**config.mk**
```make
export PLATFORM = sky130hd
export DESIGN_NAME = lcd_result_writer_flat
export DESIGN_NICKNAME = d
export VERILOG_FILES = /design/src/rtl/lcd_result_writer_if.sv /design/src/rtl/lcd_result_writer.sv /design/src/flat_wrapper.sv
export SDC_FILE = /design/constraint.sdc
export NUM_CORES = 1
export LEC_CHECK = 0
export ABC_AREA = 1
export CAP_MARGIN = 20
export CELL_PAD_IN_SITES_DETAIL_PLACEMENT = 0
export CELL_PAD_IN_SITES_GLOBAL_PLACEMENT = 1
export CORE_MARGIN = 2
export CORE_UTILIZATION = 48
export CTS_CLUSTER_DIAMETER = 150
export CTS_CLUSTER_SIZE = 24
export DETAILED_ROUTE_END_ITERATION = 16
export GPL_ROUTABILITY_DRIVEN = 0
export PLACE_DENSITY = 0.92
export SLEW_MARGIN = 20
export SYNTH_ARGS = -nofsm -noshare
export SYNTH_HDL_FRONTEND = slang
export SYNTH_SLANG_ARGS = --single-unit
```
**constraint.sdc**
```tcl
create_clock -name clk -period 5.7 [get_ports clk]
set_input_delay 1.425 -clock clk [delete_from_list [all_inputs] [get_ports clk]]
set_output_delay 1.425 -clock clk [all_outputs]
set_load 0.01 [all_outputs]
```
**src/rtl/lcd_result_writer_if.sv**
```systemverilog
`default_nettype none
// ============================================================================
// lcd_result_writer_if : request side and LCD pin bundle for lcd_result_writer
// Rev 1.0
// ============================================================================
interface lcd_result_writer_if;
   logic        start;
   logic [2:0]  opcode;
   logic [15:0] result;
   logic        busy;
   logic [7:0]  lcd_data;
   logic        lcd_rs;
   logic        lcd_rw;
   logic        lcd_e;

   modport master (
      output start, opcode, result,
      input  busy, lcd_data, lcd_rs, lcd_rw, lcd_e
   );

   modport slave (
      input  start, opcode, result,
      output busy, lcd_data, lcd_rs, lcd_rw, lcd_e
   );
endinterface
`default_nettype wire

```
**src/rtl/lcd_result_writer.sv**
```systemverilog
`default_nettype none
// ============================================================================
// lcd_result_writer : HD44780 init + "mnemonic / decimal result" display writer
// Optional build macro: LCD_SIGNED_EN (two's complement result, +/- sign char)
// Rev 1.0
// ============================================================================
module lcd_result_writer #(
   parameter int E_CYCLES     = 12,
   parameter int CMD_WAIT     = 2000,
   parameter int CLEAR_WAIT   = 100000,
   parameter int POWERUP_WAIT = 1000000
) (
   input wire             clk,
   input wire             rst_n,
   lcd_result_writer_if.slave bus
);

   // One shared counter covers every wait and the 17-cycle conversion.
   localparam int MAX_A    = (E_CYCLES > CMD_WAIT) ? E_CYCLES : CMD_WAIT;
   localparam int MAX_B    = (MAX_A > CLEAR_WAIT) ? MAX_A : CLEAR_WAIT;
   localparam int MAX_C    = (MAX_B > POWERUP_WAIT) ? MAX_B : POWERUP_WAIT;
   localparam int MAX_WAIT = (MAX_C > 17) ? MAX_C : 17;
   localparam int CNT_W    = $clog2(MAX_WAIT + 1);

   localparam logic [CNT_W-1:0] PWR_LAST  = CNT_W'(POWERUP_WAIT - 1);
   localparam logic [CNT_W-1:0] E_LAST    = CNT_W'(E_CYCLES - 1);
   localparam logic [CNT_W-1:0] CMD_LAST  = CNT_W'(CMD_WAIT - 1);
   localparam logic [CNT_W-1:0] CLR_LAST  = CNT_W'(CLEAR_WAIT - 1);
   localparam logic [CNT_W-1:0] CONV_LAST = CNT_W'(16);
   localparam logic [CNT_W-1:0] CNT_ONE   = CNT_W'(1);

   typedef enum logic [2:0] {
      PWR_WAIT = 3'd0,
      INIT     = 3'd1,
      IDLE     = 3'd2,
      CONV     = 3'd3,
      WR_CLR   = 3'd4,
      WR_L1    = 3'd5,
      WR_ADDR  = 3'd6,
      WR_L2    = 3'd7
   } state_t;

   typedef enum logic [1:0] {
      PH_SETUP = 2'd0,
      PH_PULSE = 2'd1,
      PH_WAIT  = 2'd2
   } phase_t;

   state_t            state_q, state_d;
   phase_t            phase_q, phase_d;
   logic [CNT_W-1:0]  cnt_q, cnt_d;
   logic [3:0]        idx_q, idx_d;
   logic [2:0]        opcode_q, opcode_d;
   logic [15:0]       result_q, result_d;
   logic [15:0]       bin_q, bin_d;
   logic [19:0]       bcd_q, bcd_d;
   logic [7:0]        lcd_data_q, lcd_data_d;
   logic              lcd_rs_q, lcd_rs_d;
   logic              lcd_e_q, lcd_e_d;
   logic [7:0]        sign_char;
   logic [CNT_W-1:0]  wait_last;
   logic              init_mode;
   logic              last_byte;

`ifdef LCD_SIGNED_EN
   logic neg_q, neg_d;
   assign sign_char = neg_q ? 8'h2D : 8'h2B;
`else
   assign sign_char = 8'h20;
`endif

   function automatic logic [7:0] op_char(input logic [2:0] op, input logic [1:0] pos);
      logic [31:0] s;
      case (op)
         3'd0:    s = "LOAD";
         3'd1:    s = "ADD ";
         3'd2:    s = "ADDI";
         3'd3:    s = "SUB ";
         3'd4:    s = "SUBI";
         3'd5:    s = "MUL ";
         3'd6:    s = "CLR ";
         default: s = "DISP";
      endcase
      case (pos)
         2'd0:    op_char = s[31:24];
         2'd1:    op_char = s[23:16];
         2'd2:    op_char = s[15:8];
         default: op_char = s[7:0];
      endcase
   endfunction

   // Returns {rs, data} for byte idx of either the init or the request stream.
   function automatic logic [8:0] byte_for(input logic       init,
                                           input logic [3:0] idx,
                                           input logic [2:0] op,
                                           input logic [19:0] bcd,
                                           input logic [7:0] sgn);
      logic [8:0] b;
      if (init) begin
         case (idx)
            4'd0:    b = 9'h038;
            4'd1:    b = 9'h00C;
            4'd2:    b = 9'h006;
            default: b = 9'h001;
         endcase
      end else begin
         case (idx)
            4'd0:    b = 9'h001;
            4'd1, 4'd2, 4'd3, 4'd4:
                     b = {1'b1, op_char(op, 2'(idx - 4'd1))};
            4'd5:    b = 9'h0C0;
            4'd6:    b = {1'b1, sgn};
            4'd7:    b = {1'b1, 4'h3, bcd[19:16]};
            4'd8:    b = {1'b1, 4'h3, bcd[15:12]};
            4'd9:    b = {1'b1, 4'h3, bcd[11:8]};
            4'd10:   b = {1'b1, 4'h3, bcd[7:4]};
            default: b = {1'b1, 4'h3, bcd[3:0]};
         endcase
      end
      byte_for = b;
   endfunction

   function automatic state_t req_state(input logic [3:0] idx);
      case (idx)
         4'd0:                   req_state = WR_CLR;
         4'd1, 4'd2, 4'd3, 4'd4: req_state = WR_L1;
         4'd5:                   req_state = WR_ADDR;
         default:                req_state = WR_L2;
      endcase
   endfunction

   function automatic logic [19:0] add3(input logic [19:0] bcd);
      logic [19:0] r;
      for (int i = 0; i < 5; i++) begin
         r[4*i +: 4] = (bcd[4*i +: 4] >= 4'd5) ? bcd[4*i +: 4] + 4'd3 : bcd[4*i +: 4];
      end
      add3 = r;
   endfunction

   assign init_mode = (state_q == INIT);
   assign last_byte = init_mode ? (idx_q == 4'd3) : (idx_q == 4'd11);
   assign wait_last = (!lcd_rs_q && lcd_data_q == 8'h01) ? CLR_LAST : CMD_LAST;

   always_comb begin
      state_d    = state_q;
      phase_d    = phase_q;
      cnt_d      = cnt_q;
      idx_d      = idx_q;
      opcode_d   = opcode_q;
      result_d   = result_q;
      bin_d      = bin_q;
      bcd_d      = bcd_q;
      lcd_data_d = lcd_data_q;
      lcd_rs_d   = lcd_rs_q;
      lcd_e_d    = lcd_e_q;
`ifdef LCD_SIGNED_EN
      neg_d      = neg_q;
`endif

      case (state_q)
         PWR_WAIT: begin
            if (cnt_q == PWR_LAST) begin
               state_d                = INIT;
               phase_d                = PH_SETUP;
               cnt_d                  = '0;
               idx_d                  = 4'd0;
               {lcd_rs_d, lcd_data_d} = byte_for(1'b1, 4'd0, opcode_q, bcd_q, sign_char);
            end else begin
               cnt_d = cnt_q + CNT_ONE;
            end
         end

         IDLE: begin
            if (bus.start) begin
               state_d  = CONV;
               opcode_d = bus.opcode;
               result_d = bus.result;
               cnt_d    = '0;
            end
         end

         CONV: begin
            if (cnt_q == '0) begin
`ifdef LCD_SIGNED_EN
               neg_d = result_q[15];
               bin_d = result_q[15] ? (~result_q + 16'd1) : result_q;
`else
               bin_d = result_q;
`endif
               bcd_d = '0;
               cnt_d = CNT_ONE;
            end else begin
               // Correct-then-shift: no correction follows the final shift.
               bcd_d = {add3(bcd_q)[18:0], bin_q[15]};
               bin_d = {bin_q[14:0], 1'b0};
               if (cnt_q == CONV_LAST) begin
                  state_d                = WR_CLR;
                  phase_d                = PH_SETUP;
                  cnt_d                  = '0;
                  idx_d                  = 4'd0;
                  {lcd_rs_d, lcd_data_d} = byte_for(1'b0, 4'd0, opcode_q, bcd_q, sign_char);
               end else begin
                  cnt_d = cnt_q + CNT_ONE;
               end
            end
         end

         default: begin
            case (phase_q)
               PH_SETUP: begin
                  phase_d = PH_PULSE;
                  cnt_d   = '0;
                  lcd_e_d = 1'b1;
               end
               PH_PULSE: begin
                  if (cnt_q == E_LAST) begin
                     phase_d = PH_WAIT;
                     cnt_d   = '0;
                     lcd_e_d = 1'b0;
                  end else begin
                     cnt_d = cnt_q + CNT_ONE;
                  end
               end
               default: begin
                  if (cnt_q == wait_last) begin
                     phase_d = PH_SETUP;
                     cnt_d   = '0;
                     if (last_byte) begin
                        state_d = IDLE;
                     end else begin
                        idx_d                  = idx_q + 4'd1;
                        {lcd_rs_d, lcd_data_d} = byte_for(init_mode, idx_q + 4'd1,
                                                          opcode_q, bcd_q, sign_char);
                        if (!init_mode) begin
                           state_d = req_state(idx_q + 4'd1);
                        end
                     end
                  end else begin
                     cnt_d = cnt_q + CNT_ONE;
                  end
               end
            endcase
         end
      endcase
   end

   always_ff @(posedge clk or negedge rst_n) begin
      if (!rst_n) begin
         state_q    <= PWR_WAIT;
         phase_q    <= PH_SETUP;
         cnt_q      <= '0;
         idx_q      <= '0;
         opcode_q   <= '0;
         result_q   <= '0;
         bin_q      <= '0;
         bcd_q      <= '0;
         lcd_data_q <= '0;
         lcd_rs_q   <= 1'b0;
         lcd_e_q    <= 1'b0;
`ifdef LCD_SIGNED_EN
         neg_q      <= 1'b0;
`endif
      end else begin
         state_q    <= state_d;
         phase_q    <= phase_d;
         cnt_q      <= cnt_d;
         idx_q      <= idx_d;
         opcode_q   <= opcode_d;
         result_q   <= result_d;
         bin_q      <= bin_d;
         bcd_q      <= bcd_d;
         lcd_data_q <= lcd_data_d;
         lcd_rs_q   <= lcd_rs_d;
         lcd_e_q    <= lcd_e_d;
`ifdef LCD_SIGNED_EN
         neg_q      <= neg_d;
`endif
      end
   end

   assign bus.busy     = (state_q != IDLE);
   assign bus.lcd_data = lcd_data_q;
   assign bus.lcd_rs   = lcd_rs_q;
   assign bus.lcd_rw   = 1'b0;
   assign bus.lcd_e    = lcd_e_q;

endmodule
`default_nettype wire

```
**src/flat_wrapper.sv**
```systemverilog
// flat-port wrapper written by rule: the top's interface ports become plain ports
module lcd_result_writer_flat 
#(
   parameter int E_CYCLES     = 12,
   parameter int CMD_WAIT     = 2000,
   parameter int CLEAR_WAIT   = 100000,
   parameter int POWERUP_WAIT = 1000000
)
  (clk, rst_n, bus_start, bus_opcode, bus_result, bus_busy, bus_lcd_data, bus_lcd_rs, bus_lcd_rw, bus_lcd_e);
  lcd_result_writer_if bus_i ();
  input wire clk;
  input wire rst_n;
  input wire logic [$bits(bus_i.start)-1:0] bus_start;
  input wire logic [$bits(bus_i.opcode)-1:0] bus_opcode;
  input wire logic [$bits(bus_i.result)-1:0] bus_result;
  output wire logic [$bits(bus_i.busy)-1:0] bus_busy;
  output wire logic [$bits(bus_i.lcd_data)-1:0] bus_lcd_data;
  output wire logic [$bits(bus_i.lcd_rs)-1:0] bus_lcd_rs;
  output wire logic [$bits(bus_i.lcd_rw)-1:0] bus_lcd_rw;
  output wire logic [$bits(bus_i.lcd_e)-1:0] bus_lcd_e;
  assign bus_i.start = bus_start;
  assign bus_i.opcode = bus_opcode;
  assign bus_i.result = bus_result;
  assign bus_busy = bus_i.busy;
  assign bus_lcd_data = bus_i.lcd_data;
  assign bus_lcd_rs = bus_i.lcd_rs;
  assign bus_lcd_rw = bus_i.lcd_rw;
  assign bus_lcd_e = bus_i.lcd_e;
  lcd_result_writer #(.E_CYCLES(E_CYCLES), .CMD_WAIT(CMD_WAIT), .CLEAR_WAIT(CLEAR_WAIT), .POWERUP_WAIT(POWERUP_WAIT)) u_core (.clk(clk), .rst_n(rst_n), .bus(bus_i));
endmodule
```
==> impl_metrics.py, run 1 <==
metrics = {
    "status": {
        "status": "finished, final reports clean",
    },
    "setup_path": {
        "reg2reg_depth": 10,
        "arrival_ps": 1770,
        "reg2reg_slack_ps": 2700,
        "critPathKind": "flop to output pin",
        "cp_max_fo": 5,
        "setup.worst_path.end_class": "output pin",
        "reg2reg_from": "u_core.state_q[1]$_DFFE_PN0P_",
        "start_kind": "flop",
        "required_ps": 4280,
        "r2r_end": "u_core.cnt_q[18]$_DFFE_PN0N_",
    },
    "logic_synthesis": {
        "yosys_warnings": 0,
        "synth_cells": 722,
        "synth_edf_count": 0,
        "synth_area_per_cell_um2": 7.786,
        "synthArstFlopShare": 1.000,
        "syn-num-nets": 761,
        "synth_ff_type": "dfrtp_1",
        "syn_area_um2": 5622,
        "ys_seq_area_frac": 0.4184,
        "synth_cell_types": 42,
        "synth-seq-cells": 94,
    },
    "global_routing": {
        "antenna_found_initial": 0,
        "grt-ovfl-total": 0,
        "grt_max_degree": 66,
        "track_usage": 0.2139,
        "grt_pass1_vias": 4835,
        "grt_pass1_wl_um": 22360,
    },
    "run": {
        "cap_violations": 0,
    },
    "pwr": {
        "p_sw_mw": 0.2770,
        "p_sw_frac": 0.2184,
        "p_int_mw": 0.9914,
        "pwr-share-clk": 0.453,
        "peakVddDrop_mv": 0.1366,
        "comb_power_share": 0.022,
        "p_leak_nw": 2.945,
        "pwr-share-seq": 0.526,
        "power_density_nw_per_um2": 200.1,
        "power.total_mw": 1.268,
    },
    "detailed_routing": {
        "drc": 0,
        "drtIter0Drc": 331,
        "routedWlPerCell_um": 14.36,
        "wl_um": 12910,
        "dr.pass1.iters": 4,
        "ant_nets": 0,
        "routed-via-count": 4946,
        "vias_per_cell": 5.502,
    },
    "clock_tree": {
        "cts_resized": 0,
        "cts_sinks": 94,
        "cts_buffer_depth": 2,
        "cts_tree": "yes",
        "post-cts-setup-buffers": 0,
        "hold_buffers": 0,
        "clk_latency_ps": 340,
        "path_clk_slew_ps": 70,
        "numCtsBuffers": 9,
        "cts-htree-levels": 3,
        "cts-root-buf": "clkbuf_16",
    },
    "die": {
        "dieWidth_um": 112.2,
        "die-area_um2": 12590,
        "die_h_um": 112.2,
        "initial_utilization": 0.4923,
        "num_rows": 39,
        "coreArea_um2": 11420,
        "io_pins": 34,
    },
    "sta": {
        "setup_violations": 0,
        "max_slew.worst_pin.slew_ps": 864.9,
        "hold_viol": 0,
        "fin_skew_ps": 9.616,
        "tns_ps": 0,
        "max_slew_margin": 0.4220,
        "fmax_mhz": 313.2,
        "slew_violations": 0,
        "period_needed_ps": 3193,
        "grt_setup_unrepaired": "false",
        "setup_slack_ps": 2507,
        "post-route-period-util": 0.5601,
    },
    "layout": {
        "area_growth_pct": 12.75,
        "final_common_cell": "nand2_1",
        "drive_gt1_frac": 0.1071,
        "nets": 790,
        "diodes": 0,
        "layout_common_cells": "173 x nand2_1, 94 x dfrtp_1, 84 x inv_1, 59 x nand3_1, 50 x nor2_1",
    },
    "placement": {
        "port_buffers": 32,
        "dp_slack_ps": 2210,
        "dp_hpwl_um": 9510,
    },
    "worst_hold_path": {
        "hp-class": "flop to flop",
        "min_from": "u_core.phase_q[0]$_DFFE_PN0P_",
        "hold_path_end": "u_core.phase_q[0]$_DFFE_PN0P_",
        "min_path_cells": 2,
    },
}
## critical path: stages, from the launching register on
cell and delay [ps]:
dfrtp_1 390, inv_1 80, nand2_1 90, nor2_2 310, inv_1 80, clkdlybuf4s50_1 480
## logic make-up (layout without fill, tap and decap cells)
family,after synthesis,count (layout),synth area share
AOI/OAI and AO/OA,113,113,0.1155
xor gates and xnor gates,16,16,0.02493
adders and majority gates,17,17,0.03784
buffers and inverters,108,142,0.07612
DFF,94,94,0.4184
muxes,16,16,0.03205
other,1,1,0.0006671
and+or+nand+nor,357,357,0.2945
## cell usage after synthesis, types with 4 or more instances
master / n / area share
inv_2: 8 / 0.0053
o21ai_0: 49 / 0.044
clkbuf_1: 7 / 0.0047
nor3_1: 14 / 0.012
nand4_1: 19 / 0.021
nand3_1: 59 / 0.053
inv_1: 84 / 0.056
nand2_1: 173 / 0.12
o211ai_1: 9 / 0.012
a21oi_1: 19 / 0.017
nor2_1: 51 / 0.034
nor2_2: 13 / 0.014
o21ai_1: 5 / 0.0045
mux2_2: 16 / 0.032
xor2_1: 15 / 0.023
o22ai_1: 25 / 0.028
dfrtp_1: 94 / 0.42
ha_1: 17 / 0.038
nand3b_1: 4 / 0.0053
nand2_2: 5 / 0.0056
## metrics by stage
stage                 util  hold WS, ps  area, µm²  cells
global placement    0.5300        462.3       6052    883
floorplan                -        441.9       5622    722
global route        0.5551        513.9       6339    899
CTS                 0.5549        491.4       6336    899
finish              0.5551        483.5       6339    899
detailed placement  0.5300        473.9       6052    883
## worst max path at each step
stage,start,to,depth (start not counted)
floorplan,bus_start,u_core.cnt_q[17]$_DFFE_PN0N_,9
finish,u_core.state_q[0]$_DFFE_PN0P_,bus_busy,5
CTS,u_core.state_q[0]$_DFFE_PN0P_,bus_busy,5
detailed placement,bus_start,u_core.cnt_q[17]$_DFFE_PN0N_,10
global placement,bus_start,u_core.cnt_q[17]$_DFFE_PN0N_,10
global route,bus_start,u_core.cnt_q[17]$_DFFE_PN0N_,10
## flip-flops by register name, indices dropped and copies added, names as in the netlist
signal               cells
u_core.bus.lcd_e         1
u_core.result_q         16
u_core.phase_q           2
u_core.bin_q            16
u_core.bus.lcd_data      8
u_core.state_q           3
u_core.cnt_q            20
u_core.bcd_q            20
u_core.idx_q             4
u_core.opcode_q          3
u_core.bus.lcd_rs        1
## layer usage
metal  up-vias  global-route usage  routed length [µm]
met3        22             0.02538                 500
met4         0             0.08049                 247
met5         -                   0                   0
li1       2448                   -                   -
met1      2346              0.2785                5783
met2       130              0.3679                6380
## cell type report
cell class | count | area, µm²
Timing Repair Buffer | 33 | 325.3
Tap cell | 143 | 178.9
Sequential cell | 94 | 2352
Clock inverter | 5 | 41.29
Inverter | 93 | 354.1
Clock buffer | 11 | 242.7
Fill cell | 1095 | 5080
Multi-Input combinational cell | 520 | 2844
## power groups by stage
stage | sequential (mW) | clock [mW] | combinational [mW]
after floorplan | 0.680 | 0 | 0.00106
after global placement | 0.679 | 0 | 0.0287
after detailed placement | 0.679 | 0 | 0.0290
after CTS | 0.667 | 0.587 | 0.0293
after global routing | 0.666 | 0.620 | 0.0314
final | 0.667 | 0.574 | 0.0276
Power figures use the tool's default switching activity.
==> run 2, diff against run 1 <==
--- a/config.mk
+++ b/config.mk
@@ -10,12 +10,12 @@
 export CELL_PAD_IN_SITES_DETAIL_PLACEMENT = 0
 export CELL_PAD_IN_SITES_GLOBAL_PLACEMENT = 1
 export CORE_MARGIN = 2
-export CORE_UTILIZATION = 48
+export CORE_UTILIZATION = 45
 export CTS_CLUSTER_DIAMETER = 150
 export CTS_CLUSTER_SIZE = 24
 export DETAILED_ROUTE_END_ITERATION = 16
 export GPL_ROUTABILITY_DRIVEN = 0
-export PLACE_DENSITY = 0.92
+export PLACE_DENSITY = 0.88
 export SLEW_MARGIN = 20
 export SYNTH_ARGS = -nofsm -noshare
 export SYNTH_HDL_FRONTEND = slang
==> constraint.sdc (replaced) <==
create_clock -name clk -period 3.21 [get_ports clk]
set_input_delay 0.8025 -clock clk [delete_from_list [all_inputs] [get_ports clk]]
set_output_delay 0.8025 -clock clk [all_outputs]
set_load 0.01 [all_outputs]
==> run 2 against run 1 <==
- worst hold slack worse by 140 ps
- via count increased by 1.2%
- register-to-register slack worse by 1900 ps
- flip-flop and latch count unchanged
- clock power is 85% higher
- total power up 81%
- setup slack worse by 1900 ps
- first-iteration DRC count is 8.5% lower
==> impl_metrics.py, run 2 (same netlist as run 1, synthesis figures left out) <==
metrics = {
    "clock_tree": {
        "cts-htree-levels": 3,
        "path_clk_slew_ps": 70,
        "post-cts-setup-buffers": 0,
        "cts-root-buf": "clkbuf_16",
        "cts_tree": "yes",
        "numCtsBuffers": 9,
        "cts_resized": 0,
        "cts_sinks": 94,
        "clk_latency_ps": 360,
        "cts_buffer_depth": 2,
        "hold_buffers": 0,
    },
    "layout": {
        "layout_common_cells": "173 x nand2_1, 94 x dfrtp_1, 84 x inv_1, 59 x nand3_1, 51 x nor2_1",
        "nets": 794,
        "final_common_cell": "nand2_1",
        "area_growth_pct": 14.09,
        "diodes": 0,
        "top_regs": "u_core.bcd_q (20), u_core.cnt_q (20)",
        "fillerInstances": 1203,
        "drive_gt1_frac": 0.1118,
    },
    "global_routing": {
        "grt_pass1_wl_um": 23380,
        "grt_max_degree": 73,
        "antenna_found_initial": 0,
        "track_usage": 0.2177,
        "grt-ovfl-total": 0,
        "grt_pass1_vias": 5049,
    },
    "die": {
        "dieWidth_um": 115.8,
        "die_h_um": 115.8,
        "die-area_um2": 13400,
        "initial_utilization": 0.4642,
        "coreArea_um2": 12110,
        "io_pins": 34,
        "num_rows": 40,
    },
    "placement": {
        "dp_hpwl_um": 9858,
        "port_buffers": 32,
    },
    "sta": {
        "tns_ps": 0,
        "post-route-period-util": 0.8016,
        "max_slew.worst_pin.slew_ps": 738.5,
        "period_needed_ps": 2573,
        "slew_violations": 0,
        "grt_setup_unrepaired": "false",
        "fmax_mhz": 388.6,
        "hold_viol": 0,
        "fin_skew_ps": 10.01,
        "max_slew_margin": 0.5064,
        "setup_violations": 0,
    },
    "worst_hold_path": {
        "hp-class": "input port to async pin",
    },
    "detailed_routing": {
        "dr.pass1.iters": 5,
        "vias_per_cell": 5.393,
        "drtIter0Drc": 303,
        "drc": 0,
        "routedWlPerCell_um": 14.38,
        "routed-via-count": 5005,
        "wl_um": 13350,
        "ant_nets": 0,
    },
    "setup_path": {
        "critPathKind": "flop to output pin",
        "start_kind": "flop",
        "arrival_ps": 1770,
        "cp_max_fo": 5,
        "required_ps": 2410,
        "setup.worst_path.end_class": "output pin",
        "reg2reg_depth": 11,
    },
    "pwr": {
        "p_leak_nw": 2.979,
        "power_density_nw_per_um2": 357.7,
        "peakVddDrop_mv": 0.2746,
        "power.total_mw": 2.294,
    },
    "run": {
        "cap_violations": 0,
    },
    "status": {
        "status": "finished, final reports clean",
    },
}
[run 2: path summary, 6_finish.rpt]
| check | start | endpoint | slack (ps) |
|---|---|---|---|
| setup / recovery | u_core.state_q[0]$_DFFE_PN0P_ | bus_busy | 640 |
| min in group clk | u_core.phase_q[0]$_DFFE_PN0P_ | u_core.phase_q[0]$_DFFE_PN0P_ | 470 |
| hold reg to reg | u_core.phase_q[0]$_DFFE_PN0P_ | u_core.phase_q[0]$_DFFE_PN0P_ | 470 |
| max in group asynchronous | rst_n | u_core.phase_q[1]$_DFFE_PN0P_ | 2180 |
| setup reg to reg | u_core.cnt_q[0]$_DFFE_PN0N_ | u_core.cnt_q[18]$_DFFE_PN0N_ | 820 |
| hold / removal | rst_n | u_core.opcode_q[2]$_DFFE_PN0P_ | 340 |
[run 2: through the flow]
step / setup slack [ps] / util / hold slack (ps) / cells / instance area [µm²]
floorplan: 1241 / - / 441.9 / 722 / 5622
global placement: 794.6 / 0.5058 / 462.1 / 912 / 6126
detailed placement: 758.4 / 0.5058 / 464.5 / 912 / 6126
CTS: 627.1 / 0.5295 / 351.3 / 928 / 6414
global route: 522.8 / 0.5295 / 357.9 / 928 / 6414
finish: 636.7 / 0.5295 / 342.9 / 928 / 6414
[run 2: final cells by class]
class / instances / area (µm²) / share of cell area
flip-flops and latches: 94 / 2352 / 0.3668
multi-input cells: 520 / 2841 / 0.4430
inverters: 93 / 354.1 / 0.05521
repair buffers: 37 / 367.9 / 0.05735
clock inverters: 6 / 48.80 / 0.007608
clock buffers: 10 / 239.0 / 0.03726
well taps: 168 / 210.2 / 0.03277
[run 2: worst max-delay path, cell delays in order (launching register included)]
cell and delay (ps):
dfrtp_1 400, inv_1 80, nand2_1 90, nor2_2 290, inv_1 80, clkdlybuf4s50_1 480
[run 2: power breakdown]
| group | switching, mW | leakage, nW | internal [mW] |
|---|---|---|---|
| clock network | 0.502 | 0.144 | 0.558 |
| registers | 0 | 1.26 | 1.18 |
| logic | 0.0266 | 1.57 | 0.0245 |
| total | 0.528 | 2.98 | 1.77 |
[run 2: routing by layer]
layer	GRT usage	share of wire	wire length (µm)
met1	0.2920	0.46	6119
met2	0.3517	0.47	6296
met3	0.03504	0.045	594
met4	0.09286	0.025	337
met5	0	0	0
==> run 3, diff against run 2 <==
--- a/config.mk
+++ b/config.mk
@@ -10,12 +10,12 @@
 export CELL_PAD_IN_SITES_DETAIL_PLACEMENT = 0
 export CELL_PAD_IN_SITES_GLOBAL_PLACEMENT = 1
 export CORE_MARGIN = 2
-export CORE_UTILIZATION = 45
+export CORE_UTILIZATION = 41
 export CTS_CLUSTER_DIAMETER = 150
 export CTS_CLUSTER_SIZE = 24
 export DETAILED_ROUTE_END_ITERATION = 16
 export GPL_ROUTABILITY_DRIVEN = 0
-export PLACE_DENSITY = 0.88
+export PLACE_DENSITY = 0.84
 export SLEW_MARGIN = 20
 export SYNTH_ARGS = -nofsm -noshare
 export SYNTH_HDL_FRONTEND = slang
==> constraint.sdc (replaced) <==
create_clock -name clk -period 2.1 [get_ports clk]
set_input_delay 0.525 -clock clk [delete_from_list [all_inputs] [get_ports clk]]
set_output_delay 0.525 -clock clk [all_outputs]
set_load 0.01 [all_outputs]
==> run 3 against run 2 <==
- sequential power up 53%
- sequential share of layout area down 3.0 points
- worst hold slack worse by 240 ps
- die area up 9.4%
- largest cell class unchanged
- largest power group unchanged
- highest routed layer unchanged
==> impl_metrics.py, run 3 (same netlist as run 1, synthesis figures left out) <==
metrics = {
    "clock_tree": {
        "clk_latency_ps": 360,
        "path_clk_slew_ps": 70,
        "cts-root-buf": "clkbuf_16",
        "hold_buffers": 0,
        "cts_buffer_depth": 2,
        "numCtsBuffers": 9,
        "cts-htree-levels": 3,
        "cts_tree": "yes",
        "cts_sinks": 94,
    },
    "layout": {
        "finish.utilization": 0.5269,
        "diodes": 0,
        "nets": 844,
        "layout_common_cells": "171 x nand2_1, 90 x dfrtp_1, 81 x inv_1, 56 x nand3_1",
        "drive_gt1_frac": 0.2040,
        "fillerInstances": 1236,
        "final_common_cell": "nand2_1",
        "top_regs": "u_core.bcd_q (20), u_core.cnt_q (20)",
        "area_growth_pct": 24.62,
    },
    "die": {
        "num_rows": 42,
        "dieWidth_um": 121.1,
        "die-area_um2": 14660,
        "die_h_um": 121.1,
        "io_pins": 34,
        "initial_utilization": 0.4228,
        "coreArea_um2": 13300,
    },
    "global_routing": {
        "grt_max_degree": 37,
        "antenna_found_initial": 0,
        "grt_pass1_vias": 4966,
        "track_usage": 0.2022,
        "grt_pass1_wl_um": 23650,
        "grt-ovfl-total": 0,
    },
    "setup_path": {
        "cp_max_fo": 7,
        "reg2reg_slack_ps": 60,
        "required_ps": 2370,
        "critPathLaunch": "u_core.cnt_q[13]$_DFFE_PN0N_",
        "critPathKind": "flop to flop",
        "reg2reg_depth": 11,
        "reg2reg_from": "u_core.cnt_q[13]$_DFFE_PN0N_",
        "setup.worst_path.end_class": "flop",
        "arrival_ps": 2310,
        "r2r_end": "u_core.bus.lcd_data[5]$_DFFE_PN0P_",
        "start_kind": "flop",
    },
    "detailed_routing": {
        "wl_um": 14180,
        "drc": 0,
        "drtIter0Drc": 239,
        "dr.pass1.iters": 7,
        "vias_per_cell": 5.244,
        "ant_nets": 0,
        "routedWlPerCell_um": 14.40,
        "routed-via-count": 5165,
    },
    "pwr": {
        "p_leak_nw": 3.218,
        "peakVddDrop_mv": 0.4791,
        "power.total_mw": 3.476,
        "power_density_nw_per_um2": 496.2,
    },
    "sta": {
        "fin_skew_ps": 11.04,
        "slew_violations": 0,
        "hold_viol": 0,
        "setup_violations": 0,
        "grt_setup_unrepaired": "true",
        "period_needed_ps": 2045,
        "post-route-period-util": 0.9737,
        "fmax_mhz": 489.1,
    },
    "status": {
        "status": "finished, final reports clean",
    },
    "placement": {
        "dp_hpwl_um": 10180,
        "port_buffers": 32,
    },
    "worst_hold_path": {
        "hp-class": "input port to async pin",
    },
    "run": {
        "cap_violations": 0,
    },
}
==> run 3: changes by cell type in the layout (fill, tap and decap cells not counted), moves of 4 or more <==
cell,before,now
nor2_2,13,20
buf_4,5,48
dfrtp_2,0,4
dfrtp_1,94,90
ha_1,17,12
nor2_1,51,41
==> run 3: what timing repair did <==
item / in CTS / in global routing
setup buffers: 0 / 23
gates resized for setup: 2 / 45
cloned: 0 / 2
endpoints found under the setup margin: 2 / 34
pin swaps: 1 / 10
==> run 3: power breakdown <==
| part | switching, mW | internal [mW] |
|---|---|---|
| sequential | 0 | 1.81 |
| combinational | 0.0432 | 0.0413 |
| clock | 0.739 | 0.843 |
==> run 3: area by class of cell <==
cell class,count,area (µm²),area share
Clock buffer,10,239.0,0.03411
Inverter,93,366.6,0.05233
Multi-Input combinational cell,521,2982,0.4256
Tap cell,176,220.2,0.03143
Sequential cell,94,2357,0.3365
Clock inverter,5,43.79,0.006251
Timing Repair Buffer,86,797.0,0.1138
==> run 3: per-layer routing <==
layer	track usage	routed length [µm]
met3	0.02820	527
met5	0	0
met2	0.3181	6672
met1	0.2799	6672
met4	0.08358	310
==> run 3: worst max path at each step <==
| stage | slack, ps | cells past startpoint | endpoint |
|---|---|---|---|
| 2_1_floorplan | 130 | 16 | u_core.bus.lcd_data[0]$_DFFE_PN0P_ |
| 5_1_grt | -110 | 15 | u_core.bus.lcd_data[4]$_DFFE_PN0P_ |
| 3_3_place_gp | 50 | 10 | u_core.cnt_q[17]$_DFFE_PN0N_ |
| 3_5_place_dp | -20 | 10 | u_core.cnt_q[17]$_DFFE_PN0N_ |
| 4_1_cts | 50 | 12 | u_core.state_q[0]$_DFFE_PN0P_ |
| 6_report | 60 | 11 | u_core.bus.lcd_data[5]$_DFFE_PN0P_ |
==> run 3: critical path, stage by stage (launching register included) <==
cell	delay, ps
dfrtp_2	440
nor2_4	150
nand3_2	100
nor3_4	240
nand4_2	150
nand2_1	100
nand2_2	90
nor2_4	230
nand2_4	140
inv_6	110
nor2_1	50
a21oi_1	140
==> run 3: through the flow <==
stage	instance area, µm²	worst slack [ps]	instances	hold slack [ps]	TNS, ps
after floorplan	5622	131.2	722	229.4	0
after global placement	6361	45.53	945	461.2	0
after detailed placement	6361	-16.81	945	464.7	-16.81
after CTS	6645	45.59	960	110.1	0
after global routing	7005	-105.0	985	131.7	-444.6
final	7005	55.24	985	99.03	0
